### src/rtl/vga_pkg.sv
// Shared definitions for the VGA character-ROM path.
// Holds the ROM geometry, the request-ownership codes carried alongside
// each ROM read, the host-port FSM state encoding and the tag payload type.
package vga_pkg;

    localparam int unsigned ADDR_W = 11;
    localparam int unsigned DATA_W = 8;

    localparam logic OWN_DISP = 1'b0;
    localparam logic OWN_HOST = 1'b1;

    typedef enum logic [1:0] {
        H_IDLE = 2'd0,
        H_WAIT = 2'd1,
        H_ACK  = 2'd2
    } host_state_e;

    // Ownership tag travelling with each ROM read.
    typedef struct packed {
        logic vld;
        logic own;
    } rom_tag_t;

endpackage

### src/rtl/vga_tag_pipe.sv
// Shift register that carries the ownership tag of each ROM read so that it
// lines up with the matching rom_data beat.
// Ports:
//   clk, rst_n - clock and asynchronous active-low reset (clears all stages)
//   tag_in     - tag of the read being issued this cycle
//   tag_out    - tag belonging to the rom_data currently presented
module vga_tag_pipe
    import vga_pkg::*;
#(
    parameter int unsigned DEPTH = 2
) (
    input  logic     clk,
    input  logic     rst_n,
    input  rom_tag_t tag_in,
    output rom_tag_t tag_out
);

    rom_tag_t stage [DEPTH];

    // Plain shift; stage 0 is written in the same edge as rom_addr.
    always_ff @(posedge clk or negedge rst_n) begin
        if (!rst_n) begin
            for (int unsigned i = 0; i < DEPTH; i++) begin
                stage[i] <= '0;
            end
        end else begin
            stage[0] <= tag_in;
            for (int unsigned i = 1; i < DEPTH; i++) begin
                stage[i] <= stage[i-1];
            end
        end
    end

    assign tag_out = stage[DEPTH-1];

endmodule

### src/rtl/vga_rom_arbiter.sv
// Arbiter sharing the single-port character ROM between the display pixel
// fetch (absolute priority, one read per cycle) and a host loader/debug port
// (req/ack handshake, served only on cycles the display leaves idle).
// Ports:
//   clk, rst_n              - ROM clock, asynchronous active-low reset
//   disp_req, disp_addr     - display read request (one address per cycle)
//   disp_valid, disp_data   - display read return, ROM_LAT+2 cycles after req
//   host_req, host_addr     - host level request, held until host_ack
//   host_ack, host_rdata    - one-cycle ack; rdata held until the next ack
//   starve_err              - sticky flag: host waited STARVE_MAX cycles
//   rom_addr, rom_data      - ROM address out, ROM read data in
module vga_rom_arbiter
    import vga_pkg::*;
#(
    parameter int unsigned ADDR_W     = vga_pkg::ADDR_W,
    parameter int unsigned DATA_W     = vga_pkg::DATA_W,
    parameter int unsigned ROM_LAT    = 1,
    parameter int unsigned STARVE_MAX = 1023,
    parameter int unsigned WAIT_W     = 10
) (
    input  logic              clk,
    input  logic              rst_n,
    input  logic              disp_req,
    input  logic [ADDR_W-1:0] disp_addr,
    output logic              disp_valid,
    output logic [DATA_W-1:0] disp_data,
    input  logic              host_req,
    input  logic [ADDR_W-1:0] host_addr,
    output logic              host_ack,
    output logic [DATA_W-1:0] host_rdata,
    output logic              starve_err,
    output logic [ADDR_W-1:0] rom_addr,
    input  logic [DATA_W-1:0] rom_data
);

    localparam int unsigned TAG_DEPTH = ROM_LAT + 1;

    host_state_e       state;
    logic [WAIT_W-1:0] wait_cnt;
    logic [WAIT_W-1:0] wait_nxt;
    logic              issue_disp;
    logic              issue_host;
    logic              count_en;
    logic              ret_disp;
    logic              ret_host;
    rom_tag_t          tag_in;
    rom_tag_t          tag_out;

    // Issue decision: display always wins; host only from H_IDLE.
    always_comb begin
        issue_disp = disp_req;
        issue_host = !disp_req && host_req && (state == H_IDLE);
        tag_in     = '0;
        if (issue_disp) begin
            tag_in = '{vld: 1'b1, own: OWN_DISP};
        end else if (issue_host) begin
            tag_in = '{vld: 1'b1, own: OWN_HOST};
        end
    end

    // Host wait counter: counts only cycles lost to the display, saturating.
    always_comb begin
        count_en = (state == H_IDLE) && host_req && disp_req;
        wait_nxt = wait_cnt;
        if (issue_host || !host_req) begin
            wait_nxt = '0;
        end else if (count_en && (wait_cnt != '1)) begin
            wait_nxt = wait_cnt + 1'b1;
        end
    end

    vga_tag_pipe #(
        .DEPTH (TAG_DEPTH)
    ) u_tag_pipe (
        .clk     (clk),
        .rst_n   (rst_n),
        .tag_in  (tag_in),
        .tag_out (tag_out)
    );

    assign ret_disp = tag_out.vld && (tag_out.own == OWN_DISP);
    assign ret_host = tag_out.vld && (tag_out.own == OWN_HOST);

    // Issue register, return stage, host FSM and starvation flag.
    always_ff @(posedge clk or negedge rst_n) begin
        if (!rst_n) begin
            rom_addr   <= '0;
            disp_valid <= 1'b0;
            disp_data  <= '0;
            host_ack   <= 1'b0;
            host_rdata <= '0;
            starve_err <= 1'b0;
            state      <= H_IDLE;
            wait_cnt   <= '0;
        end else begin
            disp_valid <= 1'b0;
            host_ack   <= 1'b0;
            wait_cnt   <= wait_nxt;

            // rom_addr holds on idle cycles to keep the ROM address bus quiet.
            if (issue_disp) begin
                rom_addr <= disp_addr;
            end else if (issue_host) begin
                rom_addr <= host_addr;
            end

            if (ret_disp) begin
                disp_valid <= 1'b1;
                disp_data  <= rom_data;
            end
            if (ret_host) begin
                host_ack   <= 1'b1;
                host_rdata <= rom_data;
            end

            // H_ACK never issues, giving the requester a cycle to drop req.
            case (state)
                H_IDLE:  if (issue_host) state <= H_WAIT;
                H_WAIT:  if (ret_host)   state <= H_ACK;
                H_ACK:   state <= H_IDLE;
                default: state <= H_IDLE;
            endcase

            if (32'(wait_nxt) >= STARVE_MAX) begin
                starve_err <= 1'b1;
            end
        end
    end

endmodule
### config.mk
export PLATFORM = sky130hd
export DESIGN_NAME = vga_rom_arbiter
export DESIGN_NICKNAME = d
export VERILOG_FILES = /design/src/rtl/vga_pkg.sv /design/src/rtl/vga_tag_pipe.sv /design/src/rtl/vga_rom_arbiter.sv
export SDC_FILE = /design/constraint.sdc
export NUM_CORES = 1
export LEC_CHECK = 0
export BUFFER_PORTS_ARGS = -buffer_cell sky130_fd_sc_hd__buf_2
export CAP_MARGIN = 40
export CORE_MARGIN = 1.5
export CORE_UTILIZATION = 25
export DETAILED_ROUTE_END_ITERATION = 12
export PLACE_DENSITY_LB_ADDON = 0.08
export REMOVE_ABC_BUFFERS = 1
export SLEW_MARGIN = 20
export SYNTH_ARGS = -nofsm -noshare
export SYNTH_HDL_FRONTEND = slang
export SYNTH_SLANG_ARGS = --single-unit
### constraint.sdc
create_clock -name clk -period 2.4 [get_ports clk]
set_input_delay 0.48 -clock clk [delete_from_list [all_inputs] [get_ports clk]]
set_output_delay 0.48 -clock clk [all_outputs]
set_load 0.01 [all_outputs]
Yosys cells after proc, flatten, opt, wreduce, memory -nomap -nowiden. Cells that the tools add are included.

Register bits: 46. Output and inout port bits: 30. Logic and storage cells: 43. Bits of input ports: 34.

$add $sub $neg: 1. Magnitude comparators: 1. Eq/ne operators: 4. Reductions and logical operators: 13. Bitwise operators: 1. Mux-type cells: 11.

Operators with widths (count): $mux 11 (2); $mux 10 (2); $add 10x1->10 const B (1); $ge 10x10->1 const B (1); $ne 10x10->1 const B (1); $mux 2 (4); $logic_and 1x1->1 (7); $ne 2x2->1 const B (2); $pmux 2 s2 (1); $eq 2x1->1 const B (1); $logic_not 1->1 (2); $logic_not 2->1 (1); $mux 1 (2); $reduce_and 2->1 (1); $reduce_bool 2->1 (1); $logic_or 1x1->1 (1); $not 1->1 (1).

Depth between registers and ports, before layout.
Depth after elaboration: 7. Depth in mapped cells: 7. Gate-level depth less buffers: 6.

Modules after synthesis. From an unflattened synthesis, not the netlist that was laid out.

Cells, all modules: 169. Area total of the unflattened synthesis: 2035.7 µm².

By module, submodules not included: vga_rom_arbiter (seq. area each 1051.0 µm², times used 1, cells an instance 163, area each 1920.6 µm²); vga_tag_pipe (seq. area each 100.1 µm², times used 1, cells an instance 6, area each 115.1 µm²).

Worst setup path before layout. Ideal clock, no wire load.

Path kind: input -> register. Start: input port host_req. End: register starve_err. Setup slack: 316 ps. Buffers on the path: 1. Stages on the path: 6. Data arrival time: 1964 ps. Library setup time: 120 ps. Data required time: 2280 ps. Cells stage by stage: or3b_1 > buf_6 > or4_1 > o211a_2 > o2111a_1 > a41o_1.

Longest elaborated chain between the ends: 6. Elaborated cells on any way between the ends: 10. Those cells by class: 1 x order compare; 2 x mux; 7 x reduce/logical.

RTL lines: from (decl) (RTL line vga_rom_arbiter.sv:27) `input logic host_req,`; $logic_and 1x1->1 (2 in a row) (RTL line vga_rom_arbiter.sv:63) `count_en = (state == H_IDLE) && host_req && disp_req;`; $logic_and 1x1->1 (RTL line vga_rom_arbiter.sv:67) `end else if (count_en && (wait_cnt != '1)) begin`; $mux 10 (RTL line vga_rom_arbiter.sv:67); $mux 10 * (RTL line vga_rom_arbiter.sv:65) `if (issue_host || !host_req) begin`; named net wait_nxt[8] (RTL line vga_rom_arbiter.sv:40) `logic [WAIT_W-1:0] wait_nxt;`; $ge 10x10->1 * (RTL line vga_rom_arbiter.sv:124) `if (32'(wait_nxt) >= STARVE_MAX) begin`; to (signal assigned) (RTL line vga_rom_arbiter.sv:92) `starve_err <= 1'b0;`; to (signal assigned) (RTL line vga_rom_arbiter.sv:125) `starve_err <= 1'b1;`; to (decl) (RTL line vga_rom_arbiter.sv:31) `output logic starve_err,`.

The timed path passes the listed nets; every way through them passes the cells marked *. A chain may end at the register's enable or synchronous reset.

Final worst setup path.
Start: register wait_cnt[0]. End: register starve_err.

Longest elaborated chain between the ends: 5. Elaborated cells on any way between the ends: 6. Those cells by class: 1 x add/sub; 1 x order compare; 1 x eq/ne; 2 x mux; 1 x reduce/logical.

RTL lines: from (decl) (RTL line vga_rom_arbiter.sv:39) `logic [WAIT_W-1:0] wait_cnt;`; from (signal assigned) (RTL line vga_rom_arbiter.sv:98) `wait_cnt <= wait_nxt;`; branches (longest 2 deep; another with $add 10x1->10); $mux 10 * (RTL line vga_rom_arbiter.sv:67); $mux 10 * (RTL line vga_rom_arbiter.sv:65); named net wait_nxt[8] (RTL line vga_rom_arbiter.sv:40); $ge 10x10->1 * (RTL line vga_rom_arbiter.sv:124).

Mark *: on every way through the listed nets, which the timed path passes.

==> flow_summary.rst <==
.. list-table::
   :header-rows: 1

   * - Metric
     - Value
   * - Run status
     - completed
   * - Cell type with the highest aggregate area in the netlist
     - sky130_fd_sc_hd__dfrtp_1
   * - Routed WL per cell
     - approximately 13 um
   * - Lkg Pwr
     - 1.29 nW
   * - Setup repair after global routing missed its margin
     - false
   * - Switching component of the power
     - 0.638 mW
   * - Area added between synthesis and finish
     - 30.3%
   * - Number of nets in the layout
     - 277
   * - Post-cts sizing count
     - 0
   * - Post-CTS setup repair buffer count
     - 0
   * - Slew Viols, Final
     - 0
   * - Final Setup Violations
     - 0
   * - Share of async-settable or async-resettable flops after synthesis
     - 1.00
   * - Die Outline Area
     - 8700 sq um
   * - Clock input transition at the sequential cells of the worst setup and hold paths
     - 80 ps
   * - IO buf count
     - 63
   * - Worst-path cell with the longest stage delay
     - sky130_fd_sc_hd__dfrtp_1
   * - Most frequent cells after synthesis
     - sky130_fd_sc_hd__dfrtp_1 (46), sky130_fd_sc_hd__nand2_1 (17), sky130_fd_sc_hd__mux2_2 (16)
   * - Via count
     - between 1500 and 2000
   * - Fraction of power consumed by the clock network
     - 0.302
   * - Crit Path Max Fanout
     - 11
   * - Worst reg2reg startpoint
     - wait_cnt[0]
   * - Synth Area per Inst
     - 11.8 sq um
   * - Root Driver
     - sky130_fd_sc_hd__clkbuf_8
   * - Latest clock arrival within the worst-skew pair
     - approximately 290 ps
   * - Main area contributors after synthesis
     - sky130_fd_sc_hd__dfrtp_1 (56%), sky130_fd_sc_hd__mux2_2 (8.8%), sky130_fd_sc_hd__mux2i_1 (6.9%)
   * - Clock tree sinks
     - 46
   * - Final routed DRC violation total
     - 0
   * - Element type at the critical path start
     - flip-flop
   * - Global-route wire length before repair
     - 7750 um
   * - Starting Density
     - 0.261
   * - Worst endpoint required time
     - 2580 ps
   * - Tightest slew margin relative to the limit
     - 0.644
   * - Netlist area before placement
     - 2040 sq um
   * - Maximum clock frequency
     - 489 MHz
   * - Worst setup path end
     - starve_err
   * - Top-level port count
     - between 60 and 70
   * - HP Class
     - input port to async pin
   * - Total negative setup slack
     - 0 ps
   * - Critical Path Stages
     - 6
   * - CTS max path bufs
     - 2
   * - Peak supply drop
     - 0.307 mV
   * - Core outline area
     - a little under 8000 sq um
   * - Count of nets left with antenna violations after detail routing
     - 0
   * - DR vias/cell
     - about 4.5
   * - Post-synthesis instance total
     - 173
   * - Length in cells of the worst reg-to-reg path
     - 6
   * - Final RePlAce weighted congestion
     - 0.771
   * - Share of layout cells above drive strength 1
     - 0.403
   * - Cell chain of the critical path
     - ha_1 > nand3b_1 > or4_1 > o211a_2 > o2111a_1 > a41o_1
   * - Power share of the sequential group
     - 0.441
   * - GRT Total Usage
     - 0.113
   * - Buffers & Inverters on Critical Path
     - 0
   * - Fin crit share
     - 0.852
   * - Number of flops mapped to enable cells by yosys
     - 0
   * - HPWL reported at the end of detailed placement
     - 3510 um
   * - Comb power frac
     - 0.257
   * - Final Core Density
     - 0.340
   * - Filler Cells Inserted
     - roughly 810
   * - Period minus WS final
     - 2050 ps
   * - Actual transition at the worst max-transition pin
     - ~530 ps
   * - Die outline height
     - 93.3 um
   * - Power per Cell Area
     - 878 nW/um^2
   * - Number of different library cells in the post-synthesis netlist
     - 40
   * - Internal Pwr Total
     - ~1.7 mW
   * - TritonCTS clock tree
     - done
   * - Synth warn
     - 0
   * - CTS buffer count
     - 5
   * - Reported max-cap violation count
     - 0
   * - H-tree depth reported by CTS
     - 2
   * - Pin count of the biggest net entering global routing
     - 26
   * - Post-synthesis register bit count
     - between 40 and 50
   * - Count of inserted antenna diode cells
     - 0
   * - Number of antenna violations at the first check in global routing
     - 0
   * - Category of the critical setup timing path
     - flip-flop to flip-flop
   * - Critical path arrival
     - between 2000 and 2500 ps
   * - Terminus of the critical flop-to-flop path
     - starve_err
   * - Critical Path End Type
     - flip-flop
   * - Total Wirelength
     - 4600 um
   * - Start point of the critical path
     - wait_cnt[0]
   * - R2r setup slk
     - 350 ps
   * - Total global routing overflow
     - 0
   * - Crit-path max cell delay
     - 480 ps
   * - Count of endpoints failing hold in the final timing report
     - 0
   * - Hold buffers post-CTS
     - 0
   * - Switching share of power
     - 0.274
   * - First-pass iteration count of the detailed router
     - 4
   * - Via count of the first global-routing pass
     - 1577
   * - Die Width
     - between 90 and 100 um
   * - Synth top area share
     - 0.565
   * - Most repeated cell in the gate-level netlist after synthesis
     - sky130_fd_sc_hd__dfrtp_1
   * - Dominant register cell in the synthesized netlist
     - sky130_fd_sc_hd__dfrtp_1
   * - Final worst clock skew
     - between 6 and 7 ps
   * - Gate family responsible for the most delay along the worst path
     - compound AO/OA/AOI/OAI gates
   * - Num rows
     - 32
   * - Starting DRC count in detailed routing
     - 39
   * - Fraction of the yosys area taken by sequential cells
     - 0.565
-- cell usage in the layout (no fill, tap or decap), types with 2 or more instances in the layout --
master                       n
sky130_fd_sc_hd__buf_2      63
sky130_fd_sc_hd__dfrtp_1    46
sky130_fd_sc_hd__nand2_1    17
sky130_fd_sc_hd__mux2_2     16
sky130_fd_sc_hd__mux2i_1    14
sky130_fd_sc_hd__o21ai_0    13
sky130_fd_sc_hd__nor2_1      9
sky130_fd_sc_hd__buf_4       7
sky130_fd_sc_hd__clkbuf_8    6
sky130_fd_sc_hd__inv_1       4
sky130_fd_sc_hd__nand3_1     3
sky130_fd_sc_hd__nand4_1     3
sky130_fd_sc_hd__and4_1      3
sky130_fd_sc_hd__nand2b_1    3
sky130_fd_sc_hd__nor4_1      2
sky130_fd_sc_hd__a211oi_1    2
sky130_fd_sc_hd__a41oi_1     2
sky130_fd_sc_hd__nor3_1      2
sky130_fd_sc_hd__a31oi_1     2
sky130_fd_sc_hd__xnor2_1     2
sky130_fd_sc_hd__bufinv_16   2
-- power by group through the flow --
stage	Sequential [mW]	Clock [mW]	Combinational [mW]
CTS	1.03	0.734	0.616
floorplan	1.11	0	0.260
global placement	1.04	0	0.612
global route	1.05	0.761	0.665
finish	1.03	0.703	0.600
detailed placement	1.05	0	0.616
-- layout make-up --
type	instances	area, sq um	share of cell area
Sequential cell	46	1150	0.434
Clock inverter	2	60.1	0.0226
Tap cell	102	128	0.0481
Clock buffer	6	82.6	0.0311
Inverter	4	15.0	0.00566
Timing Repair Buffer	71	388	0.146
Multi-Input combinational cell	114	831	0.313
-- sequential cells by signal, indices dropped and copies added (netlist names) --
| name | flops |
|---|---|
| host_rdata | 8 |
| u_tag_pipe.stage | 2 |
| starve_err | 1 |
| disp_data | 8 |
| u_tag_pipe.tag_out | 2 |
| rom_addr | 11 |
| state | 2 |
| host_ack | 1 |
| wait_cnt | 10 |
| disp_valid | 1 |
-- worst min-delay path by stage --
| stage | from | end | slack [ps] |
|---|---|---|---|
| after floorplan | rst_n | disp_data[0] | 180 |
| after global placement | u_tag_pipe.stage[3] | u_tag_pipe.tag_out[1] | 330 |
| after detailed placement | u_tag_pipe.stage[3] | u_tag_pipe.tag_out[1] | 340 |
| after CTS | rst_n | wait_cnt[3] | 180 |
| after global routing | rst_n | wait_cnt[3] | 200 |
| final | rst_n | wait_cnt[3] | 160 |
-- through the flow --
step	instance area, sq um	setup WS (ps)	total power [mW]	cells	hold WS (ps)
5_1_grt	2660	199	2.48	345	199
6_report	2660	355	2.33	345	160
3_5_place_dp	2510	194	1.66	337	336
4_1_cts	2660	328	2.38	345	180
3_3_place_gp	2510	235	1.66	337	332
2_1_floorplan	2000	106	1.37	164	184
-- layer usage --
metal,GRT usage,share of wire
met4,0.0341,0.0054
met3,0.0317,0.052
met1,0.151,0.47
met5,0,0
met2,0.176,0.47
-- cell families after synthesis --
logic type,count (synthesis),share of synthesized area
compound gates,30,0.100
xor+xnor,3,0.0129
fa+ha+maj,1,0.00614
buf+inv,13,0.0276
flops,46,0.565
mux,30,0.157
simple gates,50,0.131
Note: power is estimated with default switching activity, not from simulation.
